$ cat src/rtl/fetch_unit.sv
`default_nettype none
// ============================================================================
//  Module   : fetch_unit
//  Brief    : Instruction fetch stage. Issues PC-addressed reads to the
//             instruction memory, captures returned words into the IF/ID
//             register, absorbs one word in a skid buffer while decode is
//             stalled, and handles redirects, including redirects that arrive
//             while a memory request is still outstanding.
//  Revision : 1.0  initial release
// ============================================================================
module fetch_unit #(
  parameter logic [31:0] RESET_PC = 32'h0000_0000
) (
  input  logic        clk,
  input  logic        rst_n,
  // instruction memory
  output logic        o_imem_req,
  output logic [31:0] o_imem_addr,
  input  logic        i_imem_ready,
  input  logic [31:0] i_imem_rdata,
  // pipeline control
  input  logic        i_stall,
  input  logic        i_redirect,
  input  logic [31:0] i_redirect_pc,
  // IF/ID register
  output logic        o_if_valid,
  output logic [31:0] o_if_instr,
  output logic [5:0]  o_if_op,
  output logic [31:0] o_if_pc4,
  output logic [31:0] o_pc
);

  localparam logic [1:0] S_BOOT  = 2'd0;
  localparam logic [1:0] S_FETCH = 2'd1;
  localparam logic [1:0] S_DRAIN = 2'd2;
  localparam logic [1:0] S_FULL  = 2'd3;

  // Word-aligned view of the reset vector; the low bits are never used.
  localparam logic [31:0] C_RESET_PC = {RESET_PC[31:2], 2'b00};

  logic [1:0]  r_state;
  logic [31:0] r_pc;
  logic [31:0] r_pending_pc;
  logic [31:0] r_skid;
  logic [31:0] r_skid_pc4;
  logic        r_if_valid;
  logic [31:0] r_if_instr;
  logic [31:0] r_if_pc4;

  logic [31:0] w_pc_plus4;
  logic [31:0] w_redirect_pc;

  // Sequential PC increment wraps naturally at 2^32; redirect targets are
  // forced onto a word boundary.
  assign w_pc_plus4    = r_pc + 32'd4;
  assign w_redirect_pc = {i_redirect_pc[31:2], 2'b00};

  // A request is outstanding in FETCH and DRAIN. In DRAIN the PC is left at
  // the old address so the address stays stable until memory completes.
  assign o_imem_req  = (r_state == S_FETCH) || (r_state == S_DRAIN);
  assign o_imem_addr = r_pc;
  assign o_pc        = r_pc;
  assign o_if_valid  = r_if_valid;
  assign o_if_instr  = r_if_instr;
  assign o_if_pc4    = r_if_pc4;
  assign o_if_op     = r_if_instr[31:26];

  // Fetch FSM, PC, skid buffer and IF/ID register update.
  always_ff @(posedge clk or negedge rst_n) begin
    if (!rst_n) begin
      r_state      <= S_BOOT;
      r_pc         <= C_RESET_PC;
      r_pending_pc <= 32'd0;
      r_skid       <= 32'd0;
      r_skid_pc4   <= 32'd0;
      r_if_valid   <= 1'b0;
      r_if_instr   <= 32'd0;
      r_if_pc4     <= 32'd0;
    end else begin
      // Without a load this cycle the IF/ID entry is either flushed by a
      // redirect, consumed by decode, or held under stall. Loads below
      // override this.
      if (i_redirect || !i_stall) begin
        r_if_valid <= 1'b0;
      end

      case (r_state)
        S_BOOT: begin
          r_state <= S_FETCH;
        end

        S_FETCH: begin
          if (i_imem_ready) begin
            if (i_redirect) begin
              // Returned word belongs to the wrong path: drop it.
              r_pc <= w_redirect_pc;
            end else if (i_stall && r_if_valid) begin
              // Decode is blocked; park the word and stop requesting.
              r_skid     <= i_imem_rdata;
              r_skid_pc4 <= w_pc_plus4;
              r_pc       <= w_pc_plus4;
              r_state    <= S_FULL;
            end else begin
              r_if_instr <= i_imem_rdata;
              r_if_pc4   <= w_pc_plus4;
              r_if_valid <= 1'b1;
              r_pc       <= w_pc_plus4;
            end
          end else if (i_redirect) begin
            // Request still in flight: remember the target and let the
            // old request finish before switching address.
            r_pending_pc <= w_redirect_pc;
            r_state      <= S_DRAIN;
          end
        end

        S_DRAIN: begin
          if (i_imem_ready) begin
            r_pc    <= i_redirect ? w_redirect_pc : r_pending_pc;
            r_state <= S_FETCH;
          end else if (i_redirect) begin
            r_pending_pc <= w_redirect_pc;
          end
        end

        S_FULL: begin
          if (i_redirect) begin
            r_pc    <= w_redirect_pc;
            r_state <= S_FETCH;
          end else if (!i_stall) begin
            r_if_instr <= r_skid;
            r_if_pc4   <= r_skid_pc4;
            r_if_valid <= 1'b1;
            r_state    <= S_FETCH;
          end
        end

        default: begin
          r_state <= S_BOOT;
        end
      endcase
    end
  end

endmodule
`default_nettype wire

$ cat config.mk
export PLATFORM = sky130hd
export DESIGN_NAME = fetch_unit
export DESIGN_NICKNAME = d
export VERILOG_FILES = /design/src/rtl/fetch_unit.sv
export SDC_FILE = /design/constraint.sdc
export NUM_CORES = 1
export LEC_CHECK = 0
export CAP_MARGIN = 10
export CORE_MARGIN = 2
export CORE_UTILIZATION = 45
export CTS_CLUSTER_DIAMETER = 60
export DETAILED_ROUTE_END_ITERATION = 6
export PLACE_DENSITY = 0.72
export SLEW_MARGIN = 10
export SYNTH_ARGS = -nofsm -noshare
export SYNTH_HDL_FRONTEND = slang
export SYNTH_SLANG_ARGS = --single-unit
export TNS_END_PERCENT = 50
$ cat constraint.sdc
create_clock -name clk -period 6.2 [get_ports clk]
set_clock_uncertainty 0.2 [all_clocks]
set_input_delay 1.55 -clock clk [delete_from_list [all_inputs] [get_ports clk]]
set_output_delay 1.55 -clock clk [all_outputs]
set_load 0.05 [all_outputs]
==> impl_metrics.yaml, run 1 <==
grt:
  antenna_found_initial: 0
  grt-ovfl-total: 0
  grt_pass1_wl_um: 38500
  grt_max_degree: 107
  grtUsageTotal_pct: 21.8
  grt_pass1_vias: 7279
timing:
  clock.fmax_mhz: 252
  setup_viol: 0
  maxSlewViolCount: 0
  totalNegativeSetupSlack_ns: 0
  slew_headroom_pct: 29.7
  period_needed_ns: 3.97
  tightest_slew_ns: 1.05
  rsz0062_at_grt: "false"
  hold_ws_ns: 0.276
  hold_violations: 0
  post-route-period-util_pct: 64.0
final_layout:
  final_cell_mix: "nand2_1 (225), clkdlybuf4s50_1 (201), dfrtp_1 (195)"
  drive_gt1_share_pct: 7.99
  area_growth_pct: 26.0
  fin_nets: 1187
  fin_util_pct: 57.2
  final_common_cell: "nand2_1"
  diodes: 0
clocking:
  tritoncts: "yes"
  htree_num_levels: 4
  clock_latency_ns: 0.44
  clk_pin_slew_ns: 0.07
  cts_made_buffers: 17
  hold_buffers: 0
  root_buffer: "clkbuf_16"
  cts_buffer_depth: 2
  cts_resized: 0
  cts.sinks: 195
  post_cts_buffers: 0
critical_path:
  endpoint_kind: "flop"
  cp_max_fo: 18
  crit_buf_inv: 2
  r2r.worst_path.cells: 5
  critPathRequiredTime_ns: 6.29
  critical_path_cell_count: 7
  critPathArrivalTime_ns: 4.06
  path_delay_family: "buffers and inverters"
  cp_cell_sequence: "clkdlybuf4s50_1, nand2b_1, nand3_1, buf_4, a221o_1, o21ai_0, o311ai_0"
  cp_slowest_cell: "clkdlybuf4s50_1"
  cpPeakStageDelay_ns: 0.85
  path_class: "in -> reg"
  cp-start-kind: "primary input"
  reg2reg_slack_ns: 3.01
power_and_ir_drop:
  peakVddDrop_uv: 413
  pwr_density_cell_mw_per_mm2: 602
  power_leakage_nw: 5.09
synthesis:
  ys_dominant_reg_cell: "dfrtp_1"
  synth_cells: 990
  synth_seq_cells: 195
  postSynth.asyncResetShare_pct: 100
  synth_area_per_cell_um2: 9.59
  mappedNetlistNets: 1064
  netlist_area_mm2: 0.00949
  synth.distinct_cells: 57
  yosysWarningCount: 0
  seq_area_frac_synth_pct: 51.4
  synth_edf_count: 0
floorplanning:
  die_y_um: 149
  core-area_mm2: 0.0209
  die-area_mm2: 0.0223
  initial_utilization_pct: 45.4
  fp.dieW_um: 149
  io_pins: 205
  num_rows: 53
routing:
  firstDrtPassIters: 6
  wl_per_cell_um: 17.0
  via_per_inst: 5.45
  detail-route-antenna-nets: 0
  drt_iter0_markers: 524
  vias: 7634
  drcViolationCount: 0
  wl_um: 23800
min_path:
  hold_class: "reg -> reg"
  hold_depth: 2
place:
  io_buffers: 202
  hpwlAfterDp_um: 16000
  gp_congestion: 0.839
status:
  status: "complete, no violations"
run:
  maxCapViolations: 0
## cells in the mapped netlist, types with 3 or more instances
library cell	number	area [µm²]
a22oi_1	14	105
buf_4	43	323
or3_1	3	18.8
nand2_1	225	845
nand3_1	39	195
a221oi_1	4	35.0
o31a_1	11	96.3
a222oi_1	6	60.1
o21ai_0	95	475
buf_1	6	22.5
inv_1	15	56.3
clkbuf_1	52	195
a22o_1	3	26.3
xor2_1	7	61.3
nand4_1	17	106
dfrtp_1	195	4880
nor3_1	10	50.1
o31ai_1	3	22.5
o22ai_1	11	68.8
and3_1	4	25.0
nor4_1	5	31.3
buf_6	4	45.0
a21oi_1	26	130
mux2i_1	37	370
ha_1	5	62.6
nor2_1	32	120
o2bb2ai_1	4	35.0
and2_1	3	18.8
mux2_2	32	360
or4_1	3	22.5
nand2b_1	3	18.8
and4_1	4	35.0
xnor2_1	19	166
o211ai_1	17	128
## final timing paths
kind,from,to
worst max-delay path,i_redirect,o_imem_addr[30]
worst min-delay path,r_skid[4],r_skid[4]
worst max register to register,o_imem_addr[5],o_imem_addr[22]
worst min register to register,r_skid[4],r_skid[4]
max in group asynchronous,rst_n,o_imem_addr[21]
min in group asynchronous,rst_n,r_skid[8]
## power by group
group / internal, W / switching, W
logic: 0.00130 / 0.00249
registers: 0.00182 / 0.000468
clock network: 0.000607 / 0.000522
total: 0.00372 / 0.00348
## flip-flops by register name (all words and copies together) (netlist names)
name,cells
r_skid,32
r_state,2
o_imem_addr,32
r_skid_pc4,32
r_pending_pc,32
o_if_instr,32
o_if_valid,1
o_if_pc4,32
## per-layer routing
layer	vias up	wire [µm]	global-route usage [%]
met5	-	0	0
met1	3698	11400	32.7
met3	28	1450	3.88
met2	250	10600	32.7
met4	0	347	5.81
li1	3658	-	-
## cell families (layout without fill, tap and decap cells)
kind of cell	Yosys count	in the layout	synth area share (%)
fa+ha+maj	5	5	0.659
mux	69	69	7.70
compound gates	212	212	14.0
buf+inv	127	263	7.35
simple gates	356	356	16.5
xor+xnor	26	26	2.40
flops	195	195	51.4
## area by class of cell
class                      count  area, µm²
clock inverter                15        171
clock buffer                  17        425
fill                        1887       8930
tap                          275        344
sequential                   195       4880
multi-input combinational    668       3940
inverter                      17       65.1
timing repair buffer         214       2130
## per-stage QoR
step	cells	area (µm²)	setup WS, ns	power, W
5_1_grt	1401	12000	2.01	0.00762
6_report	1401	12000	2.23	0.00720
3_3_place_gp	1369	11400	1.90	0.00602
4_1_cts	1401	12000	2.28	0.00723
2_1_floorplan	990	9490	2.96	0.00501
3_5_place_dp	1369	11400	1.83	0.00610
## worst register-to-register path: stages (launching register included)
cell and delay (ns):
dfrtp_1 0.55, nand4_1 0.37, nor3_1 0.94, nand3_1 0.39, or4_1 0.59, nand4_1 0.10
Note: power is estimated with default switching activity, not from simulation.
==> run 2, diff against run 1 <==
==> constraint.sdc (replaced) <==
create_clock -name clk -period 3.9 [get_ports clk]
set_clock_uncertainty 0.2 [all_clocks]
set_input_delay 0.975 -clock clk [delete_from_list [all_inputs] [get_ports clk]]
set_output_delay 0.975 -clock clk [all_outputs]
set_load 0.05 [all_outputs]
==> impl_metrics.yaml, run 2 (same netlist as run 1, synthesis figures left out) <==
status:
  status: "complete, no violations"
timing:
  clock.fmax_mhz: 303
  setup_viol: 0
  totalNegativeSetupSlack_ns: 0
  post-route-period-util_pct: 84.5
  rsz0062_at_grt: "false"
  period_needed_ns: 3.30
  layout_setup_ws_ns: 0.604
  slew_headroom_pct: 42.6
  tightest_slew_ns: 0.861
  hold_violations: 0
  maxSlewViolCount: 0
place:
  gp_congestion: 0.862
  place_ws_ns: 0.488
  hpwlAfterDp_um: 16700
  io_buffers: 202
clocking:
  cts_made_buffers: 17
  tritoncts: "yes"
  cts_buffer_depth: 2
  clk_pin_slew_ns: 0.08
  hold_buffers: 0
  clock_latency_ns: 0.45
  post_cts_buffers: 0
  htree_num_levels: 4
  root_buffer: "clkbuf_16"
  cts_resized: 0
  cts.sinks: 195
grt:
  grt_max_degree: 88
  grt_pass1_wl_um: 39100
  grt_pass1_vias: 7357
  antenna_found_initial: 0
  grtUsageTotal_pct: 22.3
  grt-ovfl-total: 0
final_layout:
  area_growth_pct: 27.0
  fin_nets: 1197
  final_common_cell: "nand2_1"
  final_cell_mix: "nand2_1 (225), clkdlybuf4s50_1 (201), dfrtp_1 (195)"
  drive_gt1_share_pct: 8.80
  diodes: 0
critical_path:
  cp-start-kind: "flop"
  r2r.worst_path.cells: 7
  critPathRequiredTime_ns: 2.72
  rr_endpoint: "o_if_pc4[23]"
  endpoint_kind: "primary output"
  critPathArrivalTime_ns: 2.12
  cp_max_fo: 5
  r2r-start: "r_state[0]"
  reg2reg_slack_ns: 1.04
  path_class: "reg -> out"
run:
  maxCapViolations: 0
routing:
  detail-route-antenna-nets: 0
  drt_iter0_markers: 471
  firstDrtPassIters: 5
  via_per_inst: 5.50
  vias: 7764
  wl_um: 24300
  drcViolationCount: 0
  wl_per_cell_um: 17.2
min_path:
  worstHoldStart: "r_skid[3]"
  hold_depth: 2
  hold_class: "reg -> reg"
  holdPathEnd: "r_skid[3]"
floorplanning:
  fp.dieW_um: 149
  io_pins: 205
  initial_utilization_pct: 45.4
  num_rows: 53
  core-area_mm2: 0.0209
  die_y_um: 149
  die-area_mm2: 0.0223
power_and_ir_drop:
  peakVddDrop_uv: 607
  pwr_density_cell_mw_per_mm2: 953
  power_leakage_nw: 5.14
run 2: layout make-up:
| type | count | area, µm² |
|---|---|---|
| Fill cell | 1853 | 8840 |
| Sequential cell | 195 | 4880 |
| Multi-Input combinational cell | 668 | 3940 |
| Timing Repair Buffer | 224 | 2220 |
| Clock buffer | 17 | 425 |
| Tap cell | 275 | 344 |
| Clock inverter | 15 | 179 |
| Inverter | 17 | 65.1 |
run 2: worst max-delay path by stage:
stage	cells past startpoint	end	startpoint	slack (ns)
after global placement	6	o_imem_addr[30]	i_redirect	0.53
after CTS	3	o_imem_req	r_state[0]	0.59
after detailed placement	6	o_imem_addr[30]	i_redirect	0.49
after global routing	3	o_imem_req	r_state[0]	0.53
final	3	o_imem_req	r_state[0]	0.60
after floorplan	7	o_imem_addr[30]	i_redirect	1.23
run 2: worst max-delay path: stages (launching register included):
cell and delay [ns]:
dfrtp_1 0.46, inv_1 0.10, ha_1 0.32, clkdlybuf4s50_1 0.80
run 2: where the power goes:
part	switching (W)	internal, W	leakage, nW
logic	0.00397	0.00210	2.38
clock network	0.000907	0.000873	0.295
registers	0.000744	0.00289	2.47
run 2: routing by layer:
layer / vias up / wire (µm) / track usage [%]
li1: 3675 / - / -
met1: 3736 / 11200 / 32.6
met2: 321 / 11100 / 34.3
met3: 32 / 1670 / 3.73
met4: 0 / 347 / 6.48
met5: - / 0 / 0
run 2: through the flow:
step | hold slack, ns | std cells | power [W] | instance area (µm²) | utilization (%)
finish | 0.277 | 1411 | 0.0115 | 12100 | 57.7
global placement | 0.258 | 1379 | 0.00961 | 11400 | 54.8
global route | 0.303 | 1411 | 0.0121 | 12100 | 57.7
floorplan | 0.245 | 990 | 0.00797 | 9490 | -
detailed placement | 0.262 | 1379 | 0.00975 | 11400 | 54.8
CTS | 0.280 | 1411 | 0.0116 | 12100 | 57.7
==> run 3, diff against run 2 <==
==> constraint.sdc (replaced) <==
create_clock -name clk -period 3.35 [get_ports clk]
set_clock_uncertainty 0.2 [all_clocks]
set_input_delay 0.8375 -clock clk [delete_from_list [all_inputs] [get_ports clk]]
set_output_delay 0.8375 -clock clk [all_outputs]
set_load 0.05 [all_outputs]
==> impl_metrics.yaml, run 3 (same netlist as run 1, synthesis figures left out) <==
floorplanning:
  core-area_mm2: 0.0209
  die_y_um: 149
  fp.dieW_um: 149
  die-area_mm2: 0.0223
  num_rows: 53
  io_pins: 205
  initial_utilization_pct: 45.4
final_layout:
  fin_nets: 1204
  area_growth_pct: 27.3
  diodes: 0
  instances_no_fill: 1418
  fin_util_pct: 57.8
  drive_gt1_share_pct: 9.36
  final_common_cell: "nand2_1"
  final_cell_mix: "nand2_1 (225), clkdlybuf4s50_1 (201), dfrtp_1 (195)"
critical_path:
  cp-start-kind: "flop"
  critPathRequiredTime_ns: 2.31
  endpoint_kind: "primary output"
  cp_slowest_cell: "clkdlybuf4s50_1"
  cp_cell_sequence: "inv_1, ha_1, clkdlybuf4s50_1"
  cpPeakStageDelay_ns: 0.81
  cp_max_fo: 5
  critPathArrivalTime_ns: 2.13
  path_class: "reg -> out"
status:
  status: "complete, no violations"
grt:
  gr-usage-met2_pct: 35.3
  grt_pass1_vias: 7481
  grtUsageTotal_pct: 22.6
  top_usage_layer: "met2"
  met3_usage_pct: 4.04
  grt-ovfl-total: 0
  grt_use_met1_pct: 32.4
  grt_max_degree: 81
  antenna_found_initial: 0
  grt_pass1_wl_um: 39400
routing:
  firstDrtPassIters: 5
  via_per_inst: 5.45
  wl_per_cell_um: 17.2
  detail-route-antenna-nets: 0
  wl_um: 24400
  drt_iter0_markers: 593
  drcViolationCount: 0
  vias: 7726
power_and_ir_drop:
  combPwrFrac_pct: 53.3
  power_w: 0.0134
  clockPowerShare_pct: 15.0
  swShare_pct: 48.5
  p_seq_share_pct: 31.7
  power.switching_w: 0.00648
  power_leakage_nw: 5.16
  internal_power_w: 0.00688
  pwr_density_cell_mw_per_mm2: 1110
  peakVddDrop_uv: 700
timing:
  maxSlewViolCount: 0
  tightest_slew_ns: 0.757
  totalNegativeSetupSlack_ns: 0
  clock.fmax_mhz: 316
  slew_headroom_pct: 49.1
  period_needed_ns: 3.16
  setup_viol: 0
  rsz0062_at_grt: "false"
  post-route-period-util_pct: 94.5
  hold_violations: 0
clocking:
  cts_resized: 0
  post_cts_buffers: 0
  clk_pin_slew_ns: 0.07
  cts_made_buffers: 17
  cts.sinks: 195
  htree_num_levels: 4
  hold_buffers: 0
  cts_buffer_depth: 2
  root_buffer: "clkbuf_16"
  tritoncts: "yes"
  clock_latency_ns: 0.44
place:
  gp_congestion: 0.854
  hpwlAfterDp_um: 16800
  dp_cells: 1386
  io_buffers: 202
min_path:
  hold_class: "in -> async"
run:
  maxCapViolations: 0
==> run 3: worst paths after layout <==
path                                 from               to  slack [ns]  cells past startpoint
setup / recovery               r_state[0]       o_imem_req        0.19                      3
hold / removal                      rst_n   o_if_instr[12]        0.22                      1
setup reg to reg           o_imem_addr[2]  o_imem_addr[22]        0.71                      7
hold reg to reg               o_if_pc4[2]      o_if_pc4[2]        0.28                      2
max in group asynchronous           rst_n     o_if_pc4[25]        1.94                      2
min in group clk              o_if_pc4[2]      o_if_pc4[2]        0.28                      2
==> run 3: power by group through the flow <==
stage | Sequential, W | Clock [W] | Combinational, W
after detailed placement | 0.00428 | 0 | 0.00711
after global routing | 0.00438 | 0.00214 | 0.00758
final | 0.00424 | 0.00200 | 0.00712
after global placement | 0.00421 | 0 | 0.00701
after floorplan | 0.00573 | 0 | 0.00355
after CTS | 0.00424 | 0.00204 | 0.00714
==> run 3: cell type report <==
class / count / area [µm²]
clock buffer: 17 / 425
clock inverter: 15 / 144
fill: 1857 / 8810
inverter: 17 / 65.1
multi-input combinational: 668 / 3940
sequential: 195 / 4880
tap: 275 / 344
timing repair buffer: 231 / 2280
==> run 3: routing by layer <==
metal  vias to the layer above  part of all wire [%]
met5                         -                     0
met4                         0                   1.5
met3                        28                   6.4
met2                       285                    46
met1                      3712                    46
li1                       3701                     -
==> run 3: metrics by stage <==
stage | setup slack (ns) | hold WS (ns) | cell area (µm²)
after floorplan | 0.709 | 0.245 | 9490
final | 0.186 | 0.221 | 12100
after detailed placement | 0.316 | 0.262 | 11500
after global routing | 0.110 | 0.281 | 12100
after CTS | 0.158 | 0.259 | 12100
after global placement | 0.370 | 0.257 | 11500
==> run 3: critical path, delay by kind of cell (launching register included) <==
kind / cells / cell delay [ns]
adder cells (fa/ha/maj): 1 / 0.33
buffers and inverters: 2 / 0.91
flip-flops: 1 / 0.46
